===== config.mk =====
export PLATFORM = sky130hd
export DESIGN_NAME = alu_result_stage
export DESIGN_NICKNAME = d
export VERILOG_FILES = /design/src/rtl/alu_pkg.sv /design/src/rtl/alu_result_fifo.sv /design/src/rtl/alu_result_stage.sv
export SDC_FILE = /design/constraint.sdc
export NUM_CORES = 1
export LEC_CHECK = 0
export CAP_MARGIN = 20
export CORE_MARGIN = 4
export CORE_UTILIZATION = 46
export CTS_BUF_LIST = sky130_fd_sc_hd__clkbuf_8
export DETAILED_ROUTE_END_ITERATION = 10
export PLACE_DENSITY = 0.75
export RECOVER_POWER = 25
export SYNTH_ARGS = -nofsm -noshare
export SYNTH_HDL_FRONTEND = slang
export SYNTH_HIERARCHICAL = 1
export SYNTH_SLANG_ARGS = --single-unit

===== constraint.sdc =====
create_clock -name clk -period 2.5 [get_ports clk]
set_clock_uncertainty 0.05 [all_clocks]
set_input_delay 0.5 -clock clk [delete_from_list [all_inputs] [get_ports clk]]
set_output_delay 0.5 -clock clk [all_outputs]
set_load 0.1 [all_outputs]

===== src/rtl/alu_pkg.sv =====
// Shared constants for the ALU result path: flag bit positions, op tags and
// a helper that packs the five status flags into their bus order.
package alu_pkg;

    localparam int ALU_WIDTH = 4;

    localparam int FLG_V   = 0;
    localparam int FLG_C   = 1;
    localparam int FLG_Z   = 2;
    localparam int FLG_N   = 3;
    localparam int FLG_B   = 4;
    localparam int FLAGS_W = 5;

    localparam logic OP_ADD = 1'b1;
    localparam logic OP_SUB = 1'b0;

    function automatic logic [FLAGS_W-1:0] pack_flags(
        input logic b,
        input logic n,
        input logic z,
        input logic c,
        input logic v
    );
        logic [FLAGS_W-1:0] f;
        f        = {FLAGS_W{1'b0}};
        f[FLG_B] = b;
        f[FLG_N] = n;
        f[FLG_Z] = z;
        f[FLG_C] = c;
        f[FLG_V] = v;
        return f;
    endfunction

endpackage


===== src/rtl/alu_result_fifo.sv =====
// Generic synchronous FIFO with power-of-two depth, naturally wrapping
// pointers and an occupancy count one bit wider than the pointers.
module alu_result_fifo #(
    parameter int WIDTH = 8,
    parameter int DEPTH = 2
) (
    input  logic                     clk,
    input  logic                     rst,
    input  logic                     push,
    input  logic [WIDTH-1:0]         wdata,
    input  logic                     pop,
    output logic [WIDTH-1:0]         rdata,
    output logic                     full,
    output logic                     empty,
    output logic [$clog2(DEPTH):0]   count
);

    localparam int AW = $clog2(DEPTH);
    localparam logic [AW-1:0] PTR_ONE  = AW'(1'b1);
    localparam logic [AW:0]   CNT_ONE  = (AW+1)'(1'b1);
    localparam logic [AW:0]   CNT_FULL = (AW+1)'(DEPTH);

    logic [WIDTH-1:0] mem_r [DEPTH];
    logic [AW-1:0]    wr_ptr_r;
    logic [AW-1:0]    rd_ptr_r;
    logic [AW:0]      count_r;
    logic             do_push_s;
    logic             do_pop_s;

    // Guard the handshake so an overflow or underflow can never corrupt state.
    always_comb begin
        do_push_s = push & (count_r != CNT_FULL);
        do_pop_s  = pop & (count_r != {(AW+1){1'b0}});
    end

    // Pointer and occupancy bookkeeping; reset discards all contents.
    always_ff @(posedge clk) begin
        if (rst) begin
            wr_ptr_r <= {AW{1'b0}};
            rd_ptr_r <= {AW{1'b0}};
            count_r  <= {(AW+1){1'b0}};
        end else begin
            if (do_push_s) begin
                wr_ptr_r <= wr_ptr_r + PTR_ONE;
            end
            if (do_pop_s) begin
                rd_ptr_r <= rd_ptr_r + PTR_ONE;
            end
            case ({do_push_s, do_pop_s})
                2'b10:   count_r <= count_r + CNT_ONE;
                2'b01:   count_r <= count_r - CNT_ONE;
                default: count_r <= count_r;
            endcase
        end
    end

    // Storage array; contents are only meaningful below the occupancy count.
    always_ff @(posedge clk) begin
        if (do_push_s && !rst) begin
            mem_r[wr_ptr_r] <= wdata;
        end
    end

    assign rdata = mem_r[rd_ptr_r];
    assign full  = (count_r == CNT_FULL);
    assign empty = (count_r == {(AW+1){1'b0}});
    assign count = count_r;

endmodule


===== src/rtl/alu_result_stage.sv =====
// Result stage behind the 4-bit adder/subtractor: derives N/Z/C/V/B flags,
// keeps the accumulator, sticky overflow and op counter, and queues results.
module alu_result_stage
    import alu_pkg::*;
#(
    parameter int WIDTH = ALU_WIDTH,
    parameter int DEPTH = 2,
    parameter int CNTW  = 8
) (
    input  logic               clk,
    input  logic               rst,
    input  logic               in_valid,
    output logic               in_ready,
    input  logic               in_m,
    input  logic [WIDTH-1:0]   in_s,
    input  logic               in_c,
    input  logic               in_v,
    output logic [WIDTH-1:0]   acc,
    output logic               out_valid,
    input  logic               out_ready,
    output logic [WIDTH-1:0]   out_s,
    output logic [FLAGS_W-1:0] out_flags,
    output logic               out_m,
    output logic               sticky_v,
    input  logic               clr_sticky,
    output logic [CNTW-1:0]    op_count
);

    localparam int ENTRY_W = WIDTH + FLAGS_W + 1;
    localparam int AW      = $clog2(DEPTH);
    localparam logic [CNTW-1:0] CNT_ONE = CNTW'(1'b1);

    logic [FLAGS_W-1:0] flags_s;
    logic [ENTRY_W-1:0] entry_s;
    logic [ENTRY_W-1:0] head_raw_s;
    logic [ENTRY_W-1:0] head_s;
    logic               full_s;
    logic               empty_s;
    logic [AW:0]        count_s;
    logic               accept_s;
    logic               pop_s;
    logic [WIDTH-1:0]   acc_r;
    logic               sticky_r;
    logic [CNTW-1:0]    op_count_r;

    // Flags from the raw adder outputs; borrow is only meaningful on subtract.
    always_comb begin
        flags_s = pack_flags((in_m == OP_SUB) & ~in_c,
                             in_s[WIDTH-1],
                             (in_s == {WIDTH{1'b0}}),
                             in_c,
                             in_v);
        entry_s = {in_s, flags_s, in_m};
    end

    // Handshakes: in_ready depends only on occupancy, never on out_ready.
    always_comb begin
        in_ready  = ~full_s & ~rst;
        out_valid = (count_s != {(AW+1){1'b0}}) & ~rst;
        accept_s  = in_valid & in_ready;
        pop_s     = out_valid & out_ready;
    end

    alu_result_fifo #(
        .WIDTH (ENTRY_W),
        .DEPTH (DEPTH)
    ) u_fifo (
        .clk   (clk),
        .rst   (rst),
        .push  (accept_s),
        .wdata (entry_s),
        .pop   (pop_s),
        .rdata (head_raw_s),
        .full  (full_s),
        .empty (empty_s),
        .count (count_s)
    );

    // Head fields read as zero whenever nothing is queued.
    always_comb begin
        if (empty_s) begin
            head_s = {ENTRY_W{1'b0}};
        end else begin
            head_s = head_raw_s;
        end
    end

    assign out_s     = head_s[ENTRY_W-1 -: WIDTH];
    assign out_flags = head_s[FLAGS_W:1];
    assign out_m     = head_s[0];

    // Accumulator, op counter and sticky overflow; a set beats a clear.
    always_ff @(posedge clk) begin
        if (rst) begin
            acc_r      <= {WIDTH{1'b0}};
            op_count_r <= {CNTW{1'b0}};
            sticky_r   <= 1'b0;
        end else begin
            if (accept_s) begin
                acc_r      <= in_s;
                op_count_r <= op_count_r + CNT_ONE;
            end
            if (accept_s && in_v) begin
                sticky_r <= 1'b1;
            end else if (clr_sticky) begin
                sticky_r <= 1'b0;
            end else begin
                sticky_r <= sticky_r;
            end
        end
    end

    assign acc      = acc_r;
    assign sticky_v = sticky_r;
    assign op_count = op_count_r;

endmodule


==> out/summary.txt <==
Cell taking the most area after synthesis = edfxtp_1
P per Cell Area = 649 nW/um^2
Syn. warnings = 6
GR met1 Demand/Resource = 18.9%
Die Area = 4420 sq um
Root buffer cell = clkbuf_8
Final #Nets = 195
Min Tclk post-route = 2.20 ns
Setup total negative slack = 0 ns
Final setup violation count = 0
Ys async rst share = 0%
Syn Area/Cell = 11.8 sq um
Post-synth top flop = edfxtp_1
H-tree levels = 2
Wire length per cell = 13.7 microns
Slew Limit Fails = 0
Overflow after GRT = 0
Hold Path Class = reg -> reg
Clock latency on the worst-skew pair = 0.28 ns
Final WS setup = 0.301 ns
First-pass GRT wire length = 5310 microns
Fmax = 455 MHz
Synth area leaders = edfxtp_1, dfxtp_1, mux2_2, nor2b_1, nand2_1
Post-CTS Setup Inserts = 0
Starting Density = 49.9%
Synth top cells by count = edfxtp_1, dfxtp_1, nand2_1, nor2b_1, nor2_1
Post-synthesis sequential area ratio = 61.1%
Width of the die = 66.5 microns
Syn Std Cell Area = 1570 sq um
Post-CTS Hold Fix Bufs = 0
Post-CTS sizing = 0
Worst Tran Pin Value = 0.618 ns
Crit. End Element = output port
DR vias = 1155
DR pass1 iterations = 4
Layout Cells excl Fill = 226
Initial drt markers = 37
Die H = 66.5 microns
Status = complete, no violations
CTS tree = built
Hold Slack = 0.428 ns
Syn nets = 147
Worst setup SP type = input pin
Count leader, synth = edfxtp_1
Peak VDD IR = 0.000349 V
Critical path arrival = 1.65 ns
Initial antenna violation count = 0
Overall Power = 0.00146 W
Data required, critical path = 1.95 ns
Vias in the first global route = 1152
FP Rows = 20
GR Util met3 = 4.22%
P_leak = 0.849 nW
Area Overhead vs Synth = 42.9%
Clock slew seen by the registers of the worst setup and hold paths = 0.06 ns
Layout cells sized above 1 = 36.3%
Top Usage Layer GRT = met2
Via density = 5.11
Met2 Resource Use GR = 27.6%
Core footprint = 3150 sq um
ANT nets after route = 0
Synth top area share = 38.2%
Fin crit share = 88.0%
Post-synthesis cell count = 133
Clk buf depth = 2
Hpwl dp = 2220 microns
Crit Path Category = in -> out
Largest net degree at the start of global routing = 23
Total GRT Usage = 16.0%
Post-synth EDFFs = 20
Unrepaired setup endpoints after global routing = no
Fill count = 241
Slew headroom = 58.8%
Post-route DRC violation count = 0
Clk sinks = 38
Cell count after placement = 218
Ant diodes = 0
Flops & latches, synth = 38
Setup WS pre-CTS = 0.0492 ns
GP Congestion = 0.694
Wirelength, routed = 3090 microns
Final Hold Vio Count = 0
I/O pin cnt = 37
Crit-path max FO = 22
Max-Cap Viols = 0
Clock buffer count from CTS = 5
Buffers on Ports = 36
Count of cell types in the netlist = 31
[through the flow]
step / cell area [sq um] / utilization, %
after CTS: 2240 / 71.2
after global routing: 2250 / 71.3
after detailed placement: 2160 / 68.6
final: 2250 / 71.3
after global placement: 2160 / 68.6
after floorplan: 1610 / -
[logic make-up (layout without fill, tap and decap cells)]
kind of cell,after synthesis,in the layout,synth area share (%)
AO/OA/AOI/OAI,14,14,5.09
buffers and inverters,5,54,1.27
multiplexers,11,11,7.80
AND/OR/NAND/NOR,58,58,20.4
flip-flops,38,38,61.1
adder cells (fa/ha/maj),2,2,1.59
XOR/XNOR,5,5,2.78
[worst max-delay path, stage by stage]
cell	delay (ns)
clkdlybuf4s50_1	0.42
buf_4	0.15
buf_4	0.20
nor2_2	0.18
buf_12	0.19
[placed cells by master, fill, tap and decap left out, drive strengths merged, types with 2 or more instances in the layout]
cell type / Yosys / routed
a21oi: 7 / 7
buf: 1 / 33
clkbuf: 2 / 5
clkdlybuf4s50: 0 / 4
clkinv: 0 / 2
dfxtp: 18 / 18
dlygate4sd3: 0 / 7
edfxtp: 20 / 20
ha: 2 / 2
inv: 2 / 3
mux2: 10 / 10
nand2: 12 / 12
nand2b: 2 / 2
nand3: 3 / 3
nand3b: 5 / 5
nor2: 11 / 11
nor2b: 12 / 12
o21ai: 3 / 3
o31ai: 3 / 3
or3: 3 / 3
or4: 3 / 3
xnor2: 4 / 4
[routing by layer]
| layer | wire length (microns) | vias up |
|---|---|---|
| met5 | 0 | - |
| met4 | 32 | 0 |
| met3 | 150 | 4 |
| met2 | 1630 | 28 |
| met1 | 1280 | 553 |
| li1 | - | 570 |
[path summary, 6_finish.rpt]
path,from,end,slack (ns),depth (start not counted)
hold / removal,acc[0],acc[0],0.43,2
hold reg to reg,acc[0],acc[0],0.43,2
setup / recovery,rst,in_ready,0.30,5
setup reg to reg,u_fifo/count[0],u_fifo/count[1],0.33,7
[sequential cells by signal (all words and copies together) (netlist names), named ones only]
signal / count
u_fifo/rd_ptr_r: 1
u_fifo/count: 2
u_fifo/wr_ptr_r: 1
sticky_v: 1
acc: 4
u_fifo/mem_r: 20
op_count: 8
[layout make-up]
type	instances	area [sq um]	share of cell area, %
sequential	38	961	42.8
multi-input combinational	90	634	28.2
timing repair buffer	44	508	22.6
clock buffer	5	68.8	3.06
tap	44	55.1	2.45
clock inverter	3	12.5	0.557
inverter	2	7.51	0.334
[where the power goes]
part	switching [W]	total [W]	internal [W]
clock network	0.000192	0.000380	0.000187
registers	0.0000177	0.000695	0.000677
logic	0.000257	0.000384	0.000127
(Power assumes the default switching activity.)
